--- config.mk ---
export PLATFORM = sky130hd
export DESIGN_NAME = imm_narrow_packer
export DESIGN_NICKNAME = d
export VERILOG_FILES = /design/src/rtl/imm_narrow_packer.sv
export SDC_FILE = /design/constraint.sdc
export NUM_CORES = 1
export LEC_CHECK = 0
export BUFFER_PORTS_ARGS = -buffer_cell sky130_fd_sc_hd__buf_2
export CAP_MARGIN = 20
export CORE_UTILIZATION = 56
export DETAILED_ROUTE_END_ITERATION = 7
export GPL_TIMING_DRIVEN = 1
export PLACE_DENSITY = 0.86
export SYNTH_ARGS = -nofsm -noshare
export SYNTH_HDL_FRONTEND = slang
export SYNTH_SLANG_ARGS = --single-unit
--- constraint.sdc ---
create_clock -name clk -period 2.6 [get_ports clk]
set_input_delay 0.39 -clock clk [delete_from_list [all_inputs] [get_ports clk]]
set_output_delay 0.39 -clock clk [all_outputs]
set_load 0.02 [all_outputs]
--- src/rtl/imm_narrow_packer.sv ---
// Packs 16-bit words into the shortest byte stream that sign-extends back.
// Short words leave as one byte; wide words leave as high then low byte.
module imm_narrow_packer #(
    parameter int IN_W  = 16,
    parameter int OUT_W = 8,
    parameter int CNT_W = 8
) (
    input  logic             clk,
    input  logic             rst_n,
    input  logic             in_valid,
    output logic             in_ready,
    input  logic [IN_W-1:0]  in_data,
    output logic             out_valid,
    input  logic             out_ready,
    output logic [OUT_W-1:0] out_data,
    output logic             out_short,
    output logic             out_last,
    output logic [CNT_W-1:0] fit_count,
    output logic [CNT_W-1:0] wide_count
);

    typedef enum logic [1:0] {
        IDLE,
        SEND_ONE,
        SEND_HI,
        SEND_LO
    } state_e;

    state_e             state_q, state_d;
    logic [OUT_W-1:0]   lo_q, lo_d;
    logic [OUT_W-1:0]   data_q, data_d;
    logic               short_q, short_d;
    logic               last_q, last_d;
    logic [CNT_W-1:0]   fit_q, fit_d;
    logic [CNT_W-1:0]   wide_q, wide_d;

    logic [IN_W-OUT_W:0] top_bits;
    logic                fits;

    // Top IN_W-OUT_W+1 bits equal means the word is a sign-extended byte.
    assign top_bits = in_data[IN_W-1:OUT_W-1];
    assign fits     = (&top_bits) | ~(|top_bits);

    // Next-state, next output byte and saturating counter updates.
    always_comb begin
        state_d = state_q;
        lo_d    = lo_q;
        data_d  = data_q;
        short_d = short_q;
        last_d  = last_q;
        fit_d   = fit_q;
        wide_d  = wide_q;
        unique case (state_q)
            IDLE: begin
                if (in_valid) begin
                    lo_d = in_data[OUT_W-1:0];
                    if (fits) begin
                        state_d = SEND_ONE;
                        data_d  = in_data[OUT_W-1:0];
                        short_d = 1'b1;
                        last_d  = 1'b1;
                    end else begin
                        state_d = SEND_HI;
                        data_d  = in_data[IN_W-1:OUT_W];
                        short_d = 1'b0;
                        last_d  = 1'b0;
                    end
                end
            end
            SEND_ONE: begin
                if (out_ready) begin
                    state_d = IDLE;
                    data_d  = '0;
                    short_d = 1'b0;
                    last_d  = 1'b0;
                    if (fit_q != {CNT_W{1'b1}})
                        fit_d = fit_q + CNT_W'(1);
                end
            end
            SEND_HI: begin
                if (out_ready) begin
                    state_d = SEND_LO;
                    data_d  = lo_q;
                    short_d = 1'b0;
                    last_d  = 1'b1;
                end
            end
            SEND_LO: begin
                if (out_ready) begin
                    state_d = IDLE;
                    data_d  = '0;
                    short_d = 1'b0;
                    last_d  = 1'b0;
                    if (wide_q != {CNT_W{1'b1}})
                        wide_d = wide_q + CNT_W'(1);
                end
            end
            default: state_d = IDLE;
        endcase
    end

    // State, latched low byte, registered outputs and counters.
    always_ff @(posedge clk or negedge rst_n) begin
        if (!rst_n) begin
            state_q <= IDLE;
            lo_q    <= '0;
            data_q  <= '0;
            short_q <= 1'b0;
            last_q  <= 1'b0;
            fit_q   <= '0;
            wide_q  <= '0;
        end else begin
            state_q <= state_d;
            lo_q    <= lo_d;
            data_q  <= data_d;
            short_q <= short_d;
            last_q  <= last_d;
            fit_q   <= fit_d;
            wide_q  <= wide_d;
        end
    end

    assign in_ready   = (state_q == IDLE);
    assign out_valid  = (state_q != IDLE);
    assign out_data   = data_q;
    assign out_short  = short_q;
    assign out_last   = last_q;
    assign fit_count  = fit_q;
    assign wide_count = wide_q;

endmodule

==> flow_metrics.env <==
export IMPL_status="complete, no violations"
export IMPL_max_freq_ghz=0.491
export IMPL_holdWs_ns=0.0797
export IMPL_synth_simple_gate_area_share_pct=16.8
export IMPL_ir_drop_uv=519
export IMPL_yosys_cell_count_top_type="dfrtp_1"
export IMPL_detail_route_wl_per_cell_um=14.5
export IMPL_finalCritPeriodShare_pct=78.3
export IMPL_synth_net_count=191
export IMPL_fin_setup_tns_ns=0
export IMPL_clock_latency_ns=0.35
export IMPL_numCtsBuffers=5
export IMPL_synth_edf_count=0
export IMPL_rsz0062_at_grt="no"
export IMPL_initial_core_util_pct=59.1
export IMPL_path_cells="nor2_1, inv_1, buf_2"
export IMPL_drive_above_1_share_pct=30.9
export IMPL_final_min_clock_period_ns=2.04
export IMPL_syn_to_final_growth_pct=19.6
export IMPL_antenna_found_initial=0
export IMPL_cp_endpoint="out_valid"
export IMPL_clock_sinks=35
export IMPL_ys_seq_area_share_pct=48.5
export IMPL_final_hold_viol_count=0
export IMPL_crit_path_max_incr_delay_ns=0.57
export IMPL_critical_path_endpoint_type="primary output"
export IMPL_fill_cells=249
export IMPL_multi_input_area_um2=881
export IMPL_viasPerCell=5.77
export IMPL_die_h_um=58.8
export IMPL_ys_flop_type="dfrtp_1"
export IMPL_final_max_slew_violation_count=0
export IMPL_layout_nets=241
export IMPL_rrSetupSlack_ns=0.69
export IMPL_grt_overflow=0
export IMPL_postSynthAreaPerCell_um2=10.7
export IMPL_yosys_warnings=0
export IMPL_worstHoldPathType="input port to asynchronous set/reset pin"
export IMPL_grt_max_degree=36
export IMPL_critPathArrivalTime_ns=1.65
export IMPL_num_io_pins=48
export IMPL_startpoint="state_q[1]"
export IMPL_synthTopCellsByCount="dfrtp_1, nor2_1, o211ai_1"
export IMPL_r2r_cells=4
export IMPL_cap_viol_max_count=0
export IMPL_seq_area_um2=876
export IMPL_dp_final_hpwl_um=2860
export IMPL_drtIter0Drc=65
export IMPL_critPathKind="register to primary output"
export IMPL_grt_use_total_pct=25.0
export IMPL_yosys_cell_types_count=37
export IMPL_die_w_um=58.8
export IMPL_clkSlewWorstSetupHoldPaths_ns=0.11
export IMPL_io_buffers=47
export IMPL_cp_max_fo=15
export IMPL_hold_buffers=0
export IMPL_synth_compound_area_share_pct=16.4
export IMPL_p_per_area_nw_per_um2=1040
export IMPL_drt_total_wl_um=3840
export IMPL_drc=0
export IMPL_rows=20
export IMPL_dieArea_um2=3450
export IMPL_synth_mux_area_share_pct=7.42
export IMPL_synth_area_leaders="dfrtp_1, o211ai_1, xor2_1"
export IMPL_first_pass_iters=4
export IMPL_synth_largest_area_cell="dfrtp_1"
export IMPL_cts_root_buf="clkbuf_4"
export IMPL_synth_top_family_by_area="simple AND/OR/NAND/NOR gates"
export IMPL_ys_seq_elements=35
export IMPL_synth_top_area_share_pct=48.5
export IMPL_timing_rr_start="state_q[1]"
export IMPL_netlist_area_um2=1800
export IMPL_core_um2=3050
export IMPL_crit_slowest_cell="dfrtp_1"
export IMPL_synthArstFlopShare_pct=100
export IMPL_setup_viol=0
export IMPL_antenna_left=0
export IMPL_synth_cells=169
export IMPL_grt_pass1_wl_um=6330
export IMPL_worst_pin_slew_ns=0.745
export IMPL_fin_worst_skew_ns=0.00981
export IMPL_synth_fa_ha_area_share_pct=1.39
export IMPL_worstReg2RegEnd="out_data[7]"
export IMPL_post_cts_repair_setup_buffers=0
export IMPL_cts_tree="done"
export IMPL_place_congestion=0.886
export IMPL_p_leak_uw=0.00101
export IMPL_via_count=1522
export IMPL_critPathLaunchType="register"
export IMPL_h_tree_depth=2
export IMPL_cts_resized=0
export IMPL_critPathRequiredTime_ns=2.21
export IMPL_diodes=0
export IMPL_maxSlewHeadroom_pct=50.3
export IMPL_synth_xor_area_share_pct=6.80
export IMPL_cts_buffer_depth=2
export IMPL_grt_pass1_vias=1385
## power by group
part / leakage (uW) / switching (uW) / internal [uW]
registers: 0.000436 / 226 / 746
logic: 0.000534 / 535 / 385
clock network: 0.0000375 / 187 / 158
total: 0.00101 / 948 / 1290
## how the worst min path moves through the flow
stage,from,endpoint,slack (ns),cells past startpoint
after CTS,rst_n,fit_count[2],0.11,1
after global placement,out_data[7],out_data[7],0.47,1
after floorplan,rst_n,fit_count[0],0.09,0
after detailed placement,wide_count[7],wide_count[7],0.48,1
final,rst_n,fit_count[2],0.08,1
after global routing,rst_n,fit_count[2],0.15,1
## layout by cell type (no fill, tap or decap), types with 2 or more instances in the layout
master	netlist	layout
buf_2	2	47
xnor2_1	4	4
a32o_1	3	3
o211ai_1	15	15
nand3_1	9	9
a32oi_1	2	2
nand2_1	7	7
a22oi_1	3	3
xor2_1	10	10
mux2_2	5	5
ha_1	2	2
nand4_1	6	6
o21ai_1	2	2
nor2_1	15	15
buf_4	0	2
clkbuf_4	0	5
o2111ai_2	2	2
clkbuf_8	0	2
inv_1	6	6
mux2_1	6	6
o21ai_0	4	4
a31oi_1	2	2
and4_1	2	2
nor3_1	4	4
dfrtp_1	35	35
nor2b_1	4	4
a21oi_1	3	3
## critical path, delay by kind of cell (launching register included)
family        cells  cell delay [ns]
flops             1             0.57
simple gates      1             0.44
buf+inv           2             0.29
## per-layer routing
metal / routed length [um] / share of wire, % / global-route usage (%) / up-vias
met5: 0 / 0 / 0 / -
met4: 85 / 2.2 / 13.3 / 0
met3: 179 / 4.7 / 4.62 / 13
met2: 1850 / 48 / 38.6 / 46
met1: 1720 / 45 / 33.6 / 729
li1: - / - / - / 734
## flip-flops by register name (all words and copies together), names as in the netlist
register	cells
fit_count	8
lo_q	8
out_data	8
wide_count	8
state_q	2
out_short	1
## layout make-up
type | instances | area share [%]
multi-input combinational | 122 | 40.8
clock inverter | 1 | 0.348
tap | 44 | 2.55
clock buffer | 7 | 3.02
timing repair buffer | 49 | 11.6
sequential | 35 | 40.6
inverter | 6 | 1.04
## logic make-up (layout without fill, tap and decap cells)
kind of cell             after synthesis  in the layout
AND/OR/NAND/NOR                       55             55
AO/OA/AOI/OAI                         39             39
flip-flops                            35             35
XOR/XNOR                              14             14
multiplexers                          12             12
buffers and inverters                 12             63
adder cells (fa/ha/maj)                2              2
## metrics by stage
stage | total power (uW) | util [%] | instances | cell area (um^2) | setup slack [ns]
after floorplan | 1580 | - | 169 | 1800 | 0.867
after global placement | 1870 | 68.3 | 256 | 2080 | 0.733
after detailed placement | 1900 | 68.3 | 256 | 2080 | 0.724
after CTS | 2250 | 70.7 | 264 | 2160 | 0.560
after global routing | 2390 | 70.7 | 264 | 2160 | 0.467
final | 2240 | 70.7 | 264 | 2160 | 0.564
No activity file was read; power rests on OpenSTA's default activity.
